==> src/rtl/frame_deinterleave.sv <==
// Collects NCH interleaved channel samples (tagged by s_axis_tid) into one packed frame.
// Out-of-order tids abort the partial frame and raise a one-cycle err pulse.
module frame_deinterleave #(
    parameter int DW   = 24,
    parameter int NCH  = 2,
    parameter int TIDW = 8
) (
    input  logic              clk,
    input  logic              rst,
    input  logic [DW-1:0]     s_axis_tdata,
    input  logic              s_axis_tvalid,
    output logic              s_axis_tready,
    input  logic [TIDW-1:0]   s_axis_tid,
    output logic [NCH*DW-1:0] m_axis_tdata,
    output logic              m_axis_tvalid,
    input  logic              m_axis_tready,
    output logic              err
);

    localparam int CW = (NCH > 1) ? $clog2(NCH) : 1;

    logic [CW-1:0]     exp;
    logic [NCH*DW-1:0] acc;
    logic [NCH*DW-1:0] acc_w;
    logic              pend;
    logic              in_hs;
    logic              hit;
    logic              miss;
    logic              restart;
    logic              last;
    logic              complete;
    logic              out_free;

    // Handshakes: a transfer happens on a rising edge where valid && ready are
    // both high; valid never waits on ready, and ready here depends only on
    // registered state (pend) and rst, never on m_axis_tready.
    assign s_axis_tready = !pend && !rst;
    assign in_hs         = s_axis_tvalid && s_axis_tready;
    assign out_free      = !m_axis_tvalid || m_axis_tready;

    assign hit      = in_hs && (s_axis_tid == TIDW'(exp));
    assign miss     = in_hs && !hit;
    assign restart  = miss && (s_axis_tid == '0);
    assign last     = (exp == CW'(NCH - 1));
    assign complete = (hit && last) || (restart && (NCH == 1));

    // acc_w is the accumulator as it will look after this cycle's sample; on
    // completion it is exactly the finished frame.
    always_comb begin
        acc_w = acc;
        if (hit) begin
            acc_w[exp*DW +: DW] = s_axis_tdata;
        end else if (restart) begin
            acc_w[DW-1:0] = s_axis_tdata;
        end
    end

    always_ff @(posedge clk) begin
        if (rst) begin
            exp           <= '0;
            acc           <= '0;
            pend          <= 1'b0;
            err           <= 1'b0;
            m_axis_tvalid <= 1'b0;
            m_axis_tdata  <= '0;
        end else begin
            err <= miss;

            if (in_hs) begin
                acc <= acc_w;
                if (hit && !last) begin
                    exp <= exp + CW'(1);
                end else if (restart && (NCH > 1)) begin
                    exp <= CW'(1);
                end else begin
                    exp <= '0;
                end
            end

            // pend and complete are mutually exclusive: pend blocks s_axis_tready.
            if (pend && out_free) begin
                m_axis_tdata  <= acc;
                m_axis_tvalid <= 1'b1;
                pend          <= 1'b0;
            end else if (complete && out_free) begin
                m_axis_tdata  <= acc_w;
                m_axis_tvalid <= 1'b1;
            end else if (complete) begin
                pend <= 1'b1;
            end else if (m_axis_tready) begin
                m_axis_tvalid <= 1'b0;
            end
        end
    end

endmodule

==> config.mk <==
export PLATFORM = sky130hd
export DESIGN_NAME = frame_deinterleave
export DESIGN_NICKNAME = d
export VERILOG_FILES = /design/src/rtl/frame_deinterleave.sv
export SDC_FILE = /design/constraint.sdc
export NUM_CORES = 1
export LEC_CHECK = 0
export BUFFER_PORTS_ARGS = -buffer_cell sky130_fd_sc_hd__buf_2
export CORE_MARGIN = 1
export CORE_UTILIZATION = 48
export DETAILED_ROUTE_END_ITERATION = 6
export PLACE_DENSITY = 0.75
export RECOVER_POWER = 100
export SETUP_SLACK_MARGIN = 0.02
export SLEW_MARGIN = 10
export SYNTH_ARGS = -nofsm -noshare
export SYNTH_HDL_FRONTEND = slang
export SYNTH_SLANG_ARGS = --single-unit
==> constraint.sdc <==
create_clock -name clk -period 1.72 [get_ports clk]
set_input_delay 0.172 -clock clk [delete_from_list [all_inputs] [get_ports clk]]
set_output_delay 0.172 -clock clk [all_outputs]
set_load 0.02 [all_outputs]
---- Word level (Yosys, flattened, before mapping) ----
Cells that the tools add are included.
storage, ports and cells
  register bits after elaboration ......... 100
  bits in latches ......................... 0
  RAM bits ................................ 0
  ROM bits ................................ 0
  bits of input ports ..................... 36
  output and inout bits ................... 51
  memories kept ........................... 0
operators by class
  $add $sub $neg .......................... 2
  multipliers ............................. 1
  div/mod/pow operators ................... 0
  order comparisons ....................... 0
  eq/ne operators ......................... 2
  shifts and indexed selects .............. 2
  multiplexer cells ....................... 12
  bitwise gates (word level) .............. 1
  reduce and logical (&&, ||, !) cells .... 21
operator list
  kind                                                                      number
  48-bit 2-to-1 mux                                                         2
  24-bit 2-to-1 mux                                                         3
  48-bit bitwise mux                                                        1
  24-bit by 34-bit variable shift with 48-bit output, first input constant  1
  24-bit by 34-bit variable part select with 48-bit output                  1
  6-bit negation with 34-bit output                                         1
  1-bit logical AND                                                         9
  8-bit by 1-bit equality test with 1-bit output                            1
  8-bit zero test                                                           1
  1-bit 2-to-1 mux                                                          6
  1-bit zero test                                                           5
  2-bit AND reduction                                                       2
  1-bit by 2-bit multiplier with 3-bit output, second input constant        1
  3-bit by 1-bit != test with 1-bit output, second input constant           1
  3-bit nonzero test                                                        1
  2-bit nonzero test                                                        1
  2-bit OR reduction                                                        1
  1-bit adder, second input constant                                        1
  1-bit logical OR                                                          1
  1-bit NOT                                                                 1

---- Longest topological paths before layout ----
Gate-level depths: netlist of the first run.
  word-level depth ........................ 11
  depth in mapped cells ................... 7
  mapped depth without buffers ............ 4

---- Worst setup path after synthesis of the first run ----
No wires, ideal clock.
  path type ............................... reg2reg
  from .................................... register pend
  to ...................................... register m_axis_tdata[24]
  setup time .............................. 0.122 ns
  data arrival time ....................... 1.481 ns
  data required time ...................... 1.598 ns
  path slack .............................. 0.117 ns
  stages on the path, launching flop included .. 8
  path buffers ............................ 3
  period minus slack after synthesis ...... 1.603 ns
  cells stage by stage .................... dfxtp_1 -> nor3b_2 -> and4_1 -> buf_6 -> and2_4 -> buf_6 -> buf_6 -> a221o_1
on the way
  word-level cells in the longest chain between the ends .. 7
  elaborated cells on any way between the ends .. 11
  classes of those cells .................. mux (3); reduce/logical (8)
ends and longest elaborated chain
  item                                                            RTL line  text
  start, declared                                                 25        logic pend;
  start signal, assigned                                          62        pend <= 1'b0;
  start signal, assigned                                          84        pend <= 1'b0;
  start signal, assigned                                          89        pend <= 1'b1;
  1-bit zero test                                                 37        assign s_axis_tready = !pend && !rst;
  1-bit logical AND                                               37
  1-bit logical AND                                               38        assign in_hs = s_axis_tvalid && s_axis_tready;
  1-bit logical AND                                               41        assign hit = in_hs && (s_axis_tid == TIDW'(exp));
  24-bit 2-to-1 mux / 1-bit logical AND (equally long branches)   51, 45
  48-bit 2-to-1 mux / 1-bit logical AND (equally long branches)   85        end else if (complete && out_free) begin
  48-bit 2-to-1 mux / 2-bit nonzero test (equally long branches)  n/a
  end signal, assigned                                            86        m_axis_tdata <= acc_w;
  end, declared                                                   14        output logic [NCH*DW-1:0] m_axis_tdata,
Parallel ways exist; a longest one is shown, timed or not. The select of a mux whose other input is x is not followed.
A chain may end at the register's enable or synchronous reset.

---- Worst setup path in the final report of the first run ----
  from .................................... register exp
  to ...................................... register m_axis_tdata[24]
on the way
  word-level cells in the longest chain between the ends .. 7
  elaborated cells on any way between the ends .. 13
  classes of those cells .................. add/sub (1); mul (1); eq/ne (1); shift (2); mux (4); reduce/logical (4)
ends and longest elaborated chain
  item                                                                                                                                   RTL line  text
  start, declared                                                                                                                        22        logic [CW-1:0] exp;
  start signal, assigned                                                                                                                 72        exp <= exp + CW'(1);
  1-bit by 2-bit multiplier with 3-bit output                                                                                            52        acc_w[exp*DW +: DW] = s_axis_tdata;
  6-bit negation with 34-bit output                                                                                                      52
  24-bit by 34-bit variable part select with 48-bit output / 24-bit by 34-bit variable shift with 48-bit output (equally long branches)  52
  48-bit bitwise mux                                                                                                                     52
  24-bit 2-to-1 mux                                                                                                                      51        if (hit) begin
  48-bit 2-to-1 mux                                                                                                                      85
  48-bit 2-to-1 mux                                                                                                                      81        if (pend && out_free) begin
Parallel ways exist; a longest one is shown, timed or not. The select of a mux whose other input is x is not followed.

==> run summary, run 1 <==
==========================================================================================
Core outline area ...........................................................     7730 µm²
Number of hold buffers added after cts ......................................            0
Pin slew with the least headroom to its limit ...............................       650 ps
Kind of cell adding the most delay to the critical path ..................... simple AND/OR/NAND/NOR gates
Status ...................................................................... finished, final reports clean
Clock edge transition at the registers on the reported setup and hold paths .       100 ps
Clock tree from TritonCTS ...................................................         done
Effective utilization at floorplan ..........................................        49.6%
IO Count ....................................................................           87
Final Non-Filler Cells ......................................................          579
Kind of end point of the critical path ......................................         flop
Number of cells produced by synthesis .......................................          391
Class of the tightest hold or removal check .................................    in -> reg
Largest fanout of any net on the critical path ..............................           24
Number of nets in the layout ................................................          508
Layout cells sized above 1 ..................................................        14.3%
Overall via count from detail_route .........................................        2,966
Overall power after layout ..................................................      4010 µW
Setup total negative slack ..................................................         0 ps
Port Buf Inserts ............................................................           86
Final weighted congestion in routability-driven placement ...................        0.873
Chain of cells forming the critical path .................................... and2_0 > and4_1 > buf_4 > and2_4 > a221o_1
Post-synth cell types .......................................................           26
Placement row count .........................................................           32
Filler Cell Count ...........................................................          702
Cell area after technology mapping ..........................................     3830 µm²
First-pass GRT wire length ..................................................      13.3 mm
Number of remaining DRC errors ..............................................            0
Library cell used as clock root buffer ...................................... sky130_fd_sc_hd__clkbuf_8
Initial antenna violation count .............................................            0
Number of buffers and inverters on the critical path ........................            1
TritonCTS sink count ........................................................          100
Gr ovfl total ...............................................................            0
Utilization of the core after routing .......................................        58.0%
Placed standard-cell area ...................................................     4330 µm²
Count of placed standard cells including taps ...............................          563
Number of search-and-repair iterations in the first detailed-routing pass ...            4
Worst-case vdd ir drop ......................................................       394 µV
Commonest non-fill, non-tap cell in the layout .............................. sky130_fd_sc_hd__dfxtp_1
Share of synthesized area occupied by flip-flops and latches ................        52.3%
Clock Latency Late Sink .....................................................       360 ps
Max-cap violations ..........................................................            0
Count of yosys warnings during synthesis ....................................            0
Tcrit/Tclk final ............................................................        92.5%
Vias per Instance ...........................................................         5.12
CP peak stage delay .........................................................       370 ps
Global-route usage over all layers ..........................................        20.4%
Worst-case headroom to the max-slew limit ...................................        56.5%
Arrival time of data at the critical path endpoint ..........................      1840 ps
Hold violation count in the final report ....................................            0
Maximum number of pins on one net before global-route repair ................           63
HPWL after detailed placement ...............................................      5.72 mm
Clock tree buffer depth .....................................................            2
Die Span X ..................................................................      91.3 µm
Full die area ...............................................................     8340 µm²
Drt wl/cell .................................................................      14.4 µm
Slowest CP cell ............................................................. sky130_fd_sc_hd__a221o_1
Number of global-route vias before repair ...................................        2,671
Unrepaired setup endpoints after global routing .............................        false
Tmin final ..................................................................      1590 ps
Highest-count cells in the layout ignoring fill and taps .................... sky130_fd_sc_hd__dfxtp_1, sky130_fd_sc_hd__nand2_1, sky130_fd_sc_hd__clkbuf_1
Leakage power of the design .................................................   0.00193 µW
Path type of the worst setup path ...........................................   reg -> reg
Final Routed Wirelength .....................................................      8.33 mm
Antenna fix cells ...........................................................            0
Data required time of the critical path .....................................      1970 ps
Net count of the mapped netlist .............................................          427
Flip-flop and latch count after synthesis ...................................          100
Detailed Route Iter0 Violations .............................................          141
Final cell area excluding filler cells ......................................     4480 µm²
Mean instance size in the synthesized netlist ...............................     9.80 µm²
Antenna Violating Nets Remaining ............................................            0
Area growth from synthesis to layout ........................................        17.0%
Overall die height ..........................................................      91.3 µm
Pwr per Cell Area ...........................................................   895 nW/µm²
Number of buffers created by CTS ............................................            9
Setup violators final .......................................................            0
Maximum achievable frequency ................................................      628 MHz
Critical Path Source Type ...................................................         flop
H-tree levels ...............................................................            3
Slew Viols, Final ...........................................................            0
Worst Clk Skew ..............................................................      11.7 ps
==========================================================================================
==> cell type report <==
cell class / count / area (µm²) / share of cell area (%)
sequential: 100 / 2000 / 44.7
multi-input combinational: 262 / 1680 / 37.4
timing repair buffer: 98 / 463 / 10.3
clock buffer: 10 / 138 / 3.07
tap: 102 / 128 / 2.85
clock inverter: 6 / 72.6 / 1.62
inverter: 1 / 3.75 / 0.0837
==> synthesized netlist by cell type (all sizes together) <==
master / number / area, µm²
dfxtp: 100 / 2000
nand2: 72 / 270
nand2b: 49 / 307
and2: 27 / 171
o21ai: 26 / 134
a221o: 24 / 240
mux2i: 24 / 240
nand3b: 24 / 180
clkbuf: 16 / 60.1
buf: 12 / 97.6
a21oi: 3 / 18.8
nor2: 3 / 11.3
nor3: 2 / 10.0
a21o: 1 / 7.51
and3b: 1 / 8.76
and4: 1 / 8.76
and4b: 1 / 10.0
inv: 1 / 3.75
nand4b: 1 / 8.76
nor3b: 1 / 12.5
nor4: 1 / 21.3
o211ai: 1 / 7.51
==> routing by layer <==
metal	vias to the layer above	GRT usage, %	share of wire, %
li1	1494	-	-
met1	1374	29.3	51
met2	83	28.8	42
met3	15	4.61	4.5
met4	0	9.39	2.2
met5	-	0	0
==> path summary, 6_finish.rpt <==
path | cells past startpoint | end | from | slack [ps]
max reg2reg | 5 | m_axis_tdata[24]$_SDFFE_PP0P_ | exp$_SDFFE_PP0P_ | 130
min | 3 | acc[9]$_SDFFE_PP0P_ | s_axis_tdata[9] | 50
max | 5 | m_axis_tdata[24]$_SDFFE_PP0P_ | exp$_SDFFE_PP0P_ | 130
min reg2reg | 2 | acc[24]$_SDFFE_PP0P_ | acc[24]$_SDFFE_PP0P_ | 470
==> what timing repair did <==
| action | CTS | global route |
|---|---|---|
| resized for setup | 1 | 1 |
| gates cloned | 0 | 0 |
| endpoints found under the setup margin | 24 | 24 |
| setup buffers | 0 | 0 |
==> power by group <==
part           internal [µW]  switching [µW]
Sequential              2320           0.436
Clock                    725             823
Combinational           67.3            82.2
Total                   3110             905
==> state kept, by name, summed over array words and instances (netlist names) <==
signal	flops
exp	1
acc	48
m_axis_tdata	48
err	1
pend	1
m_axis_tvalid	1
==> worst min-delay path: cells and delay by family <==
kind / cells / cell delay, ps
buffers and inverters: 1 / 110
and+or+nand+nor: 2 / 90
==> cell families (layout without fill, tap and decap cells) <==
kind of cell / count (synthesis) / after routing / share of synthesized area [%]
flops: 100 / 100 / 52.3
mux: 24 / 24 / 6.27
compound gates: 55 / 55 / 10.6
simple gates: 183 / 183 / 26.6
buf+inv: 29 / 115 / 4.21
==> through the flow <==
step / setup WS (ps) / hold slack, ps
CTS: 48.1 / 18.8
global route: 20.0 / 23.5
detailed placement: -164 / 408
global placement: -140 / 409
finish: 128 / 47.1
floorplan: 117 / 271
Note: power is estimated with default switching activity, not from simulation.
==> run 2, diff against run 1 <==
CORE_UTILIZATION = 53   (was 48)
PLACE_DENSITY = 0.79   (was 0.75)
REMOVE_ABC_BUFFERS = 1   (was default)
clock period = 1.6 ns   (was 1.72 ns; I/O delays follow)
==> run summary, run 2 (synthesis results as in run 1) <==
==========================================================================================
Worst-case headroom to the max-slew limit ...................................        69.4%   was 56.5%
Max-cap violations ..........................................................            0   unchanged
Antenna fix cells ...........................................................            0   unchanged
Number of nets in the layout ................................................          525   was 508
Pwr per Cell Area ...........................................................   894 nW/µm²   was 895 nW/µm²
Library cell used as clock root buffer ...................................... sky130_fd_sc_hd__clkbuf_8   unchanged
Pin slew with the least headroom to its limit ...............................       458 ps   was 650 ps
Clock tree from TritonCTS ...................................................         done   unchanged
Chain of cells forming the critical path .................................... nor3b_2 > and4_4 > buf_12 > a21oi_4 > a221o_1   was and2_0 > and4_1 > buf_4 > and2_4 > a221o_1
Kind of end point of the critical path ......................................         flop   unchanged
Count of placed standard cells including taps ...............................          564   was 563
Tmin final ..................................................................      1580 ps   was 1590 ps
Status ...................................................................... finished, final reports clean   unchanged
Number of buffers created by CTS ............................................            9   unchanged
Gr ovfl total ...............................................................            0   unchanged
Overall via count from detail_route .........................................        3,137   was 2,966
Clock edge transition at the registers on the reported setup and hold paths .       100 ps   about the same
Layout cells sized above 1 ..................................................        28.1%   was 14.3%
Hold violation count in the final report ....................................            0   unchanged
Unrepaired setup endpoints after global routing .............................         true   was false
Antenna Violating Nets Remaining ............................................            0   unchanged
Tcrit/Tclk final ............................................................        98.7%   was 92.5%
Port Buf Inserts ............................................................           86   unchanged
Slowest CP cell ............................................................. sky130_fd_sc_hd__dfxtp_1   was sky130_fd_sc_hd__a221o_1
Effective utilization at floorplan ..........................................        55.5%   was 49.6%
Core outline area ...........................................................     6910 µm²   was 7730 µm²
Final Non-Filler Cells ......................................................          590   was 579
CP peak stage delay .........................................................       330 ps   was 370 ps
Full die area ...............................................................     7570 µm²   was 8340 µm²
Initial antenna violation count .............................................            0   unchanged
Slew Viols, Final ...........................................................            0   unchanged
Critical Path Source Type ...................................................         flop   unchanged
TritonCTS sink count ........................................................          100   unchanged
Setup violators final .......................................................            0   unchanged
Data required time of the critical path .....................................      1850 ps   was 1970 ps
Final cell area excluding filler cells ......................................     4790 µm²   was 4480 µm²
Final Routed Wirelength .....................................................      9.21 mm   was 8.33 mm
Arrival time of data at the critical path endpoint ..........................      1830 ps   was 1840 ps
Worst-case vdd ir drop ......................................................       412 µV   was 394 µV
Number of global-route vias before repair ...................................        2,940   was 2,671
Combinational group share of total power ....................................         4.0%   was 3.7%
Maximum achievable frequency ................................................      633 MHz   was 628 MHz
Placed standard-cell area ...................................................     4410 µm²   was 4330 µm²
Vias per Instance ...........................................................         5.32   was 5.12
Clock Latency Late Sink .....................................................       360 ps   about the same
Global-route usage over all layers ..........................................        24.7%   was 20.4%
Share of power burned in registers ..........................................        58.2%   was 57.7%
Maximum number of pins on one net before global-route repair ................           34   was 63
Worst Clk Skew ..............................................................      14.5 ps   was 11.7 ps
Switching Power .............................................................       942 µW   was 905 µW
First-pass GRT wire length ..................................................      14.3 mm   was 13.3 mm
HPWL after detailed placement ...............................................      5.59 mm   was 5.72 mm
Leakage power of the design .................................................   0.00228 µW   was 0.00193 µW
Highest-count cells in the layout ignoring fill and taps .................... sky130_fd_sc_hd__dfxtp_1, sky130_fd_sc_hd__buf_2, sky130_fd_sc_hd__nand2_1   was sky130_fd_sc_hd__dfxtp_1, sky130_fd_sc_hd__nand2_1, sky130_fd_sc_hd__clkbuf_1
Relative contribution of the clock network to total power ...................        37.9%   was 38.6%
Largest registers ........................................................... acc (48), m_axis_tdata (48)   unchanged
Kind of cell adding the most delay to the critical path ..................... simple AND/OR/NAND/NOR gates   unchanged
Number of buffers and inverters on the critical path ........................            1   unchanged
Commonest non-fill, non-tap cell in the layout .............................. sky130_fd_sc_hd__dfxtp_1   unchanged
Overall die height ..........................................................      87.0 µm   was 91.3 µm
Number of search-and-repair iterations in the first detailed-routing pass ...            4   unchanged
Drt wl/cell .................................................................      15.6 µm   was 14.4 µm
Number of hold buffers added after cts ......................................            0   unchanged
Detailed Route Iter0 Violations .............................................          188   was 141
Placement row count .........................................................           30   was 32
Sw Share ....................................................................        22.0%   was 22.6%
Number of remaining DRC errors ..............................................            0   unchanged
Die Span X ..................................................................      87.0 µm   was 91.3 µm
Int Power ...................................................................      3340 µW   was 3110 µW
Path type of the worst setup path ...........................................   reg -> reg   unchanged
Largest fanout of any net on the critical path ..............................           12   was 24
Utilization of the core after routing .......................................        69.3%   was 58.0%
Clock tree buffer depth .....................................................            2   unchanged
Class of the tightest hold or removal check .................................    in -> reg   unchanged
IO Count ....................................................................           87   unchanged
Area growth from synthesis to layout ........................................        25.0%   was 17.0%
Overall power after layout ..................................................      4280 µW   was 4010 µW
H-tree levels ...............................................................            3   unchanged
Final weighted congestion in routability-driven placement ...................        0.851   was 0.873
==========================================================================================
## run 2: cell types whose count changed in the layout (fill, tap and decap cells not counted), moves of 2 or more
| cell | before | now |
|---|---|---|
| sky130_fd_sc_hd__and2_4 | 1 | 4 |
| sky130_fd_sc_hd__buf_4 | 8 | 18 |
| sky130_fd_sc_hd__dfxtp_2 | 0 | 2 |
| sky130_fd_sc_hd__clkinv_4 | 3 | 0 |
| sky130_fd_sc_hd__buf_12 | 1 | 5 |
| sky130_fd_sc_hd__clkbuf_1 | 52 | 1 |
| sky130_fd_sc_hd__buf_2 | 35 | 86 |
| sky130_fd_sc_hd__dfxtp_1 | 100 | 98 |
## run 2: worst min-delay path, cell delays in order
cell	delay [ps]
sky130_fd_sc_hd__buf_2	100
sky130_fd_sc_hd__nand2_1	50
sky130_fd_sc_hd__nand2_1	50
## run 2: final cells by class
class / count / area (µm²)
clock inverter: 5 / 58.8
inverter: 1 / 3.75
sequential: 100 / 2000
timing repair buffer: 112 / 737
multi-input combinational: 265 / 1720
fill: 557 / 2120
tap: 96 / 120
clock buffer: 11 / 141
## run 2: path summary, 6_finish.rpt
kind	from	end	slack [ps]	depth (start not counted)
worst min-delay path	s_axis_tdata[18]	acc[18]$_SDFFE_PP0P_	20	3
worst min register to register	acc[45]$_SDFFE_PP0P_	acc[45]$_SDFFE_PP0P_	480	2
worst max-delay path	pend$_SDFFE_PP0P_	m_axis_tdata[27]$_SDFFE_PP0P_	20	5
worst max register to register	pend$_SDFFE_PP0P_	m_axis_tdata[27]$_SDFFE_PP0P_	20	5
## run 2: power by group through the flow
stage                     Combinational (µW)  Sequential [µW]  Clock (µW)
after floorplan                         47.5             2550           0
after global placement                   156             2550           0
after global routing                     180             2490        1760
final                                    170             2490        1620
after CTS                                162             2490        1650
after detailed placement                 159             2550           0
## run 2: stage by stage
stage / hold WS, ps / setup WS, ps / setup TNS [ps]
after floorplan: 229 / -894 / -49340
after global placement: 384 / -264 / -8930
after detailed placement: 387 / -331 / -12500
after CTS: 14.3 / 24.0 / 0
after global routing: 13.8 / -24.4 / -59.2
final: 15.8 / 20.5 / 0
## run 2: timing repair
item,4_1_cts,5_1_grt
endpoints found under the setup margin,58,47
cloned,4,1
pin swaps,3,4
gates resized for setup,9,4
setup buffers,4,1
endpoints found under the hold margin,0,0
## run 2: per-layer routing
metal	part of all wire [%]	wire length [µm]	vias up	global-route usage, %
met3	5.9	541	21	4.55
met4	2.1	191	0	10.3
met2	47	4330	102	40.4
met1	45	4150	1481	32.2
li1	-	-	1533	-
met5	0	0	-	0
